`src/rtl/send_sched.sv`:
```
// Send scheduler: streams data_length register-file words to one destination PE.
// Each beat is handed to the destination PE once that PE is ready.
module send_sched (
    input  logic       clock,
    input  logic       reset,
    input  logic       io_inst_valid,
    output logic       io_inst_ready,
    input  logic [7:0] io_inst_bits,
    output logic [2:0] io_rf_addr,
    input  logic [7:0] io_rf_data,
    output logic       io_out_valid,
    input  logic [3:0] io_out_ready,
    output logic [7:0] io_out_bits,
    output logic [1:0] io_out_dest,
    output logic       io_out_last,
    output logic       io_busy
);

    localparam logic [0:0] ST_IDLE = 1'b0;
    localparam logic [0:0] ST_SEND = 1'b1;

    logic [0:0] r_state;
    logic [1:0] r_dest;
    logic [2:0] r_ptr;
    logic [2:0] r_remaining;

    logic       w_send;
    logic       w_last;
    logic       w_fire;
    logic       w_accept;
    logic [1:0] w_inst_dest;
    logic [2:0] w_inst_addr;
    logic [2:0] w_inst_len;

    assign w_inst_dest = io_inst_bits[1:0];
    assign w_inst_addr = io_inst_bits[4:2];
    assign w_inst_len  = io_inst_bits[7:5];

    assign w_send = (r_state == ST_SEND);
    assign w_last = (r_remaining == 3'd1);
    // Only the addressed PE's ready bit matters.
    assign w_fire = w_send & io_out_ready[r_dest];

    // Accepting on the final beat gives zero-bubble back-to-back instructions.
    assign io_inst_ready = ~w_send | (w_fire & w_last);
    assign w_accept      = io_inst_valid & io_inst_ready;

    assign io_out_valid = w_send;
    assign io_busy      = w_send;
    assign io_out_last  = w_send & w_last;
    assign io_rf_addr   = r_ptr;
    assign io_out_dest  = r_dest;
    assign io_out_bits  = io_rf_data;

    always_ff @(posedge clock or negedge reset) begin
        if (!reset) begin
            r_state     <= ST_IDLE;
            r_dest      <= 2'd0;
            r_ptr       <= 3'd0;
            r_remaining <= 3'd0;
        end else if (w_accept) begin
            if (w_inst_len == 3'd0) begin
                r_state <= ST_IDLE;
            end else begin
                r_state     <= ST_SEND;
                r_dest      <= w_inst_dest;
                r_ptr       <= w_inst_addr;
                r_remaining <= w_inst_len;
            end
        end else if (w_fire) begin
            if (w_last) begin
                r_state <= ST_IDLE;
            end else begin
                r_ptr       <= r_ptr + 3'd1;
                r_remaining <= r_remaining - 3'd1;
            end
        end
    end

endmodule

```
`config.mk`:
```
export PLATFORM = sky130hd
export DESIGN_NAME = send_sched
export DESIGN_NICKNAME = d
export VERILOG_FILES = /design/src/rtl/send_sched.sv
export SDC_FILE = /design/constraint.sdc
export NUM_CORES = 1
export LEC_CHECK = 0
export CORE_MARGIN = 3
export CORE_UTILIZATION = 33
export DETAILED_ROUTE_END_ITERATION = 8
export HOLD_SLACK_MARGIN = 0.03
export PLACE_DENSITY = 0.75
export SLEW_MARGIN = 10
export SYNTH_ARGS = -nofsm -noshare
export SYNTH_HDL_FRONTEND = slang
export SYNTH_SLANG_ARGS = --single-unit
export TNS_END_PERCENT = 1
```
`constraint.sdc`:
```
create_clock -name clock -period 1.74 [get_ports clock]
set_clock_uncertainty 0.05 [all_clocks]
set_input_delay 0.174 -clock clock [delete_from_list [all_inputs] [get_ports clock]]
set_output_delay 0.174 -clock clock [all_outputs]
set_load 0.05 [all_outputs]
```
## Word-level counts from Yosys, hierarchy flattened

Cells that the tools add are included.

- Order comparisons: 1
- Equality and inequality tests: 3
- Multiplexer cells: 14
- Add/sub/neg operators: 2
- Bitwise operators: 7
- Reductions and logical operators: 6

Operator list:

| cell | number |
|---|---|
| 3-bit two-way mux | 8 |
| 1-bit two-way mux | 5 |
| 1-bit bitwise AND | 4 |
| 2-bit AND reduction | 2 |
| 2-bit nonzero test | 2 |
| 3-bit by 1-bit adder with 3-bit output, second input constant | 1 |
| 3-bit by 1-bit equality test with 1-bit output, second input constant | 1 |
| 3-bit logical NOT | 1 |
| 2-bit by 3-bit less-than comparator with 1-bit output, second input constant | 1 |
| 3-bit AND reduction | 1 |
| 3-bit by 1-bit subtractor with 3-bit output, second input constant | 1 |
| 1-bit binary-select mux with 2-bit select | 1 |
| 2-bit by 1-bit != test with 1-bit output, second input constant | 1 |
| 2-bit != test, second input constant | 1 |
| 1-bit NOT | 2 |
| 1-bit OR | 1 |

- Bits of input ports: 23
- Register bits after elaboration: 9
- Output and inout port bits: 17
- Logic and storage cells: 37

## Logic depth before layout (Yosys ltp)

- Depth after elaboration: 8
- Gate-level depth with buffers: 7
- Depth with buffers taken out: 6

## Worst setup path before layout

OpenSTA, ideal clock, no wires.

- Path kind: reg-to-reg
- Start point: reg r_dest[0], in the netlist io_out_dest[0]
- End point: reg r_dest[0], in the netlist io_out_dest[0]
- Arrival: 2.059 ns
- Library setup time: 0.127 ns
- Period minus slack after synthesis: 2.237 ns
- Data required time: 1.563 ns
- Path buffers: 0
- Slack: -0.497 ns
- Stages on the path, launching flop included: 5
- Cell sequence: dfrtp_1 > mux4_2 > a21o_2 > nor2b_4 > mux2_1

- Cells in the longest elaborated chain, start to end: 7

RTL lines:

| item | RTL line | source |
|---|---|---|
| from (decl) | 23 | `logic [1:0] r_dest;` |
| from (signal assigned) | 66 | `r_dest <= w_inst_dest;` |
| 1-bit binary-select mux with 2-bit select | 42 | `assign w_fire = w_send & io_out_ready[r_dest];` |
| 1-bit two-way mux (not written as such) | 42 |  |
| 1-bit bitwise AND | 42 |  |
| 1-bit bitwise AND | 45 | `assign io_inst_ready = ~w_send \| (w_fire & w_last);` |
| 1-bit OR | 45 |  |
| via io_inst_ready | 7 | `output logic io_inst_ready,` |
| 1-bit bitwise AND | 46 | `assign w_accept = io_inst_valid & io_inst_ready;` |
| 2-bit AND reduction (no line) | - |  |

The timed path passes the listed nets, and every way through them passes these cells. The select of a mux whose other input is x is not followed.
A chain may end at the register's enable or synchronous reset.

## Worst setup path in the final report

- Start point: reg r_dest[0], in the netlist io_out_dest[0]
- End point: out io_inst_ready

- Cells in the longest elaborated chain, start to end: 5

RTL lines:

| item | RTL line |
|---|---|
| 1-bit binary-select mux with 2-bit select | 42 |
| 1-bit two-way mux (not written as such) | 42 |
| 1-bit bitwise AND | 42 |
| 1-bit bitwise AND | 45 |
| 1-bit OR | 45 |
| to (decl) | 7 |

No other way between the ends. The select of a mux whose other input is x is not followed.

==> results.sh <==
export IMPL_status="complete, but fails checks"
export IMPL_violations="setup timing"
export IMPL_maxCapViolations=0
export IMPL_cts_hold_buffers=0
export IMPL_rr_worst_depth=4
export IMPL_hold_path_class="input pin to async pin"
export IMPL_synth_edf_count=0
export IMPL_cpMaxStageDelayCell="mux4_2"
export IMPL_num_io_pins=40
export IMPL_fillCellCount=174
export IMPL_postSynth_asyncResetShare_pct=100
export IMPL_syn_inst=69
export IMPL_drive_above_1_share_pct=35.4
export IMPL_max_slew_margin_pct=71.0
export IMPL_seqPwrFrac_pct=23.1
export IMPL_grt_max_degree=10
export IMPL_antenna_left=0
export IMPL_dpl_cell_area_um2=946
export IMPL_rsz0062_at_grt="yes"
export IMPL_ir_worst_vdd_uv=764
export IMPL_cts_made_buffers=3
export IMPL_maxSlewViolCount=0
export IMPL_ys_types=31
export IMPL_clk_latency_ns=0.26
export IMPL_grt_pass1_vias=657
export IMPL_overflow=0
export IMPL_p_clk_share_pct=9.0
export IMPL_cts_tree="yes"
export IMPL_startpoint_type="flip-flop"
export IMPL_ys_seq_area_share_pct=33.5
export IMPL_finalWorstSetupSlack_ns=-0.124
export IMPL_combinationalPowerShare_pct=67.8
export IMPL_h_tree_depth=1
export IMPL_die_h_um=51.1
export IMPL_synth_ff_type="dfrtp_1"
export IMPL_max_stage_delay_ns=0.52
export IMPL_rows=15
export IMPL_antenna_found_initial=0
export IMPL_seq_area_um2=226
export IMPL_path_cells="mux4_2 -> a21o_4 -> buf_6 -> buf_8"
export IMPL_ctsLongestPathBuffers=2
export IMPL_tightestPinTransition_ns=0.432
export IMPL_worstPathRequired_ns=1.52
export IMPL_synth_nets=95
export IMPL_r2r_start="io_out_dest[0]"
export IMPL_timing_rr_end="io_out_dest[1]"
export IMPL_fp_dieArea_mm2=0.00261
export IMPL_sw_frac_of_total_pct=46.4
export IMPL_place_congestion=0.775
export IMPL_p_leak_nw=0.430
export IMPL_fin_nets=123
export IMPL_power_switching_mw=0.845
export IMPL_clkTransAtPathRegs_ns=0.06
export IMPL_critical_path_peak_fanout=2
export IMPL_place_port_buffers=23
export IMPL_vias_per_cell=5.06
export IMPL_drc=0
export IMPL_yosys_warnings=0
export IMPL_ys_ff_latch=9
export IMPL_cp_end_kind="output pin"
export IMPL_finalWirelength_um=1620
export IMPL_start_util_pct=36.9
export IMPL_clock_sinks=9
export IMPL_post_route_util_pct=55.8
export IMPL_tns_ns=-0.124
export IMPL_critPathArrivalTime_ns=1.64
export IMPL_first_pass_iters=4
export IMPL_p_int_mw=0.978
export IMPL_die_x_um=51.1
export IMPL_power_density_mw_per_mm2=1790
export IMPL_path_class="flip-flop to output pin"
export IMPL_fp_coreArea_mm2=0.00182
export IMPL_first_iter_violations=10
export IMPL_hpwlAfterDp_um=1290
export IMPL_fmax_mhz=537
export IMPL_hold_violations=0
export IMPL_final_area_mm2=0.00102
export IMPL_rrSetupSlack_ns=0.03
export IMPL_grtUsageTotal_pct=14.2
export IMPL_period_minus_slack_ns=1.86
export IMPL_crit_buf_inv=2
export IMPL_diodes=0
export IMPL_syn_avg_cell_area_um2=9.74
export IMPL_synth_cell_area_um2=672
export IMPL_cp_top_family="multiplexers"
export IMPL_multi_input_area_um2=394
export IMPL_root_buffer="clkbuf_4"
export IMPL_vias=612
export IMPL_post_route_period_util_pct=107
export IMPL_areaGrowthSynthToFinish_pct=51.2
export IMPL_wl_per_cell_um=13.4
export IMPL_grt_pass1_wl_um=2700
export IMPL_setup_viol=1
## Yosys cell counts (all sizes together) (2+ instances only)
master | n | area share [%]
o21ai | 2 | 1.5
mux2 | 2 | 3.4
nor2 | 2 | 1.1
nand2 | 4 | 2.2
dfrtp | 9 | 34
inv | 5 | 2.8
ha | 3 | 5.6
buf | 10 | 11
a21oi | 4 | 3.0
a22oi | 2 | 2.2
o211ai | 3 | 3.4
nand2b | 2 | 1.9
mux2i | 5 | 7.4
nor2b | 2 | 3.0
## routing by layer
metal | vias up | global-route usage [%] | share of wire (%)
met3 | 4 | 4.96 | 5.4
li1 | 299 | - | -
met2 | 20 | 25.5 | 52
met4 | 0 | 7.17 | 2.2
met1 | 289 | 14.3 | 40
met5 | - | 0 | 0
## layout by cell type (no fill, tap or decap), types with 2 or more instances in the layout
cell and n:
buf_4 15, clkdlybuf4s50_1 14, dfrtp_1 8, mux2i_1 5
inv_1 4, a21oi_1 4, nand2_1 4, o211ai_1 3
clkbuf_4 3, mux2_4 2, a22oi_1 2, ha_1 2
buf_12 2
## power by group through the flow
stage / sequential [mW] / clock, mW / combinational, mW
finish: 0.422 / 0.164 / 1.24
global route: 0.439 / 0.178 / 1.34
CTS: 0.413 / 0.171 / 1.22
detailed placement: 0.414 / 0 / 1.17
global placement: 0.410 / 0 / 1.14
floorplan: 0.620 / 0 / 0.610
## layout make-up
cell class,count,area share (%)
Multi-Input combinational cell,45,38.8
Timing Repair Buffer,33,31.4
Sequential cell,9,22.3
Tap cell,25,3.08
Clock buffer,4,2.59
Inverter,5,1.85
## registers in the layout, indices dropped and copies added (netlist names)
name / flops
r_remaining: 3
io_out_dest: 2
io_busy: 1
io_rf_addr: 3
## kinds of logic after synthesis
group                      Yosys count  synth area share (%)
AOI/OAI and AO/OA                   17                  17.3
adders and majority gates            3                  5.59
muxes                                8                  14.2
buffers and inverters               15                  13.6
DFF                                  9                  33.5
and+or+nand+nor                     17                  15.8
## per-stage QoR
step / power (mW) / instances / setup WS, ns / hold WS (ns)
finish: 1.82 / 121 / -0.124 / 0.158
global route: 1.96 / 121 / -0.168 / 0.187
CTS: 1.81 / 121 / -0.146 / 0.182
detailed placement: 1.58 / 116 / -0.180 / 0.298
floorplan: 1.23 / 69 / -0.274 / -0.172
global placement: 1.55 / 116 / -0.159 / 0.298
## repair_timing
item | 4_1_cts | 5_1_grt
setup buffers | 1 | 0
gates resized for setup | 6 | 4
setup endpoints to repair | 5 | 10
pin swaps | 1 | 2
## worst max-delay path by stage
stage	from	end	slack, ns	cells after the start
6_report	io_out_dest[0]	io_inst_ready	-0.12	4
3_5_place_dp	io_out_ready[0]	io_out_dest[1]	-0.18	5
4_1_cts	io_out_dest[0]	io_inst_ready	-0.15	4
3_3_place_gp	io_out_ready[0]	io_out_dest[0]	-0.16	5
5_1_grt	io_out_dest[0]	io_inst_ready	-0.17	4
2_1_floorplan	io_out_dest[0]	io_out_dest[0]	-0.27	4
## worst register-to-register path, delay by kind of cell (launching register included)
kind,cells,cell delay (ns)
AND/OR/NAND/NOR,1,0.13
AO/OA/AOI/OAI,1,0.22
multiplexers,2,0.81
flip-flops,1,0.37
(Power assumes the default switching activity.)
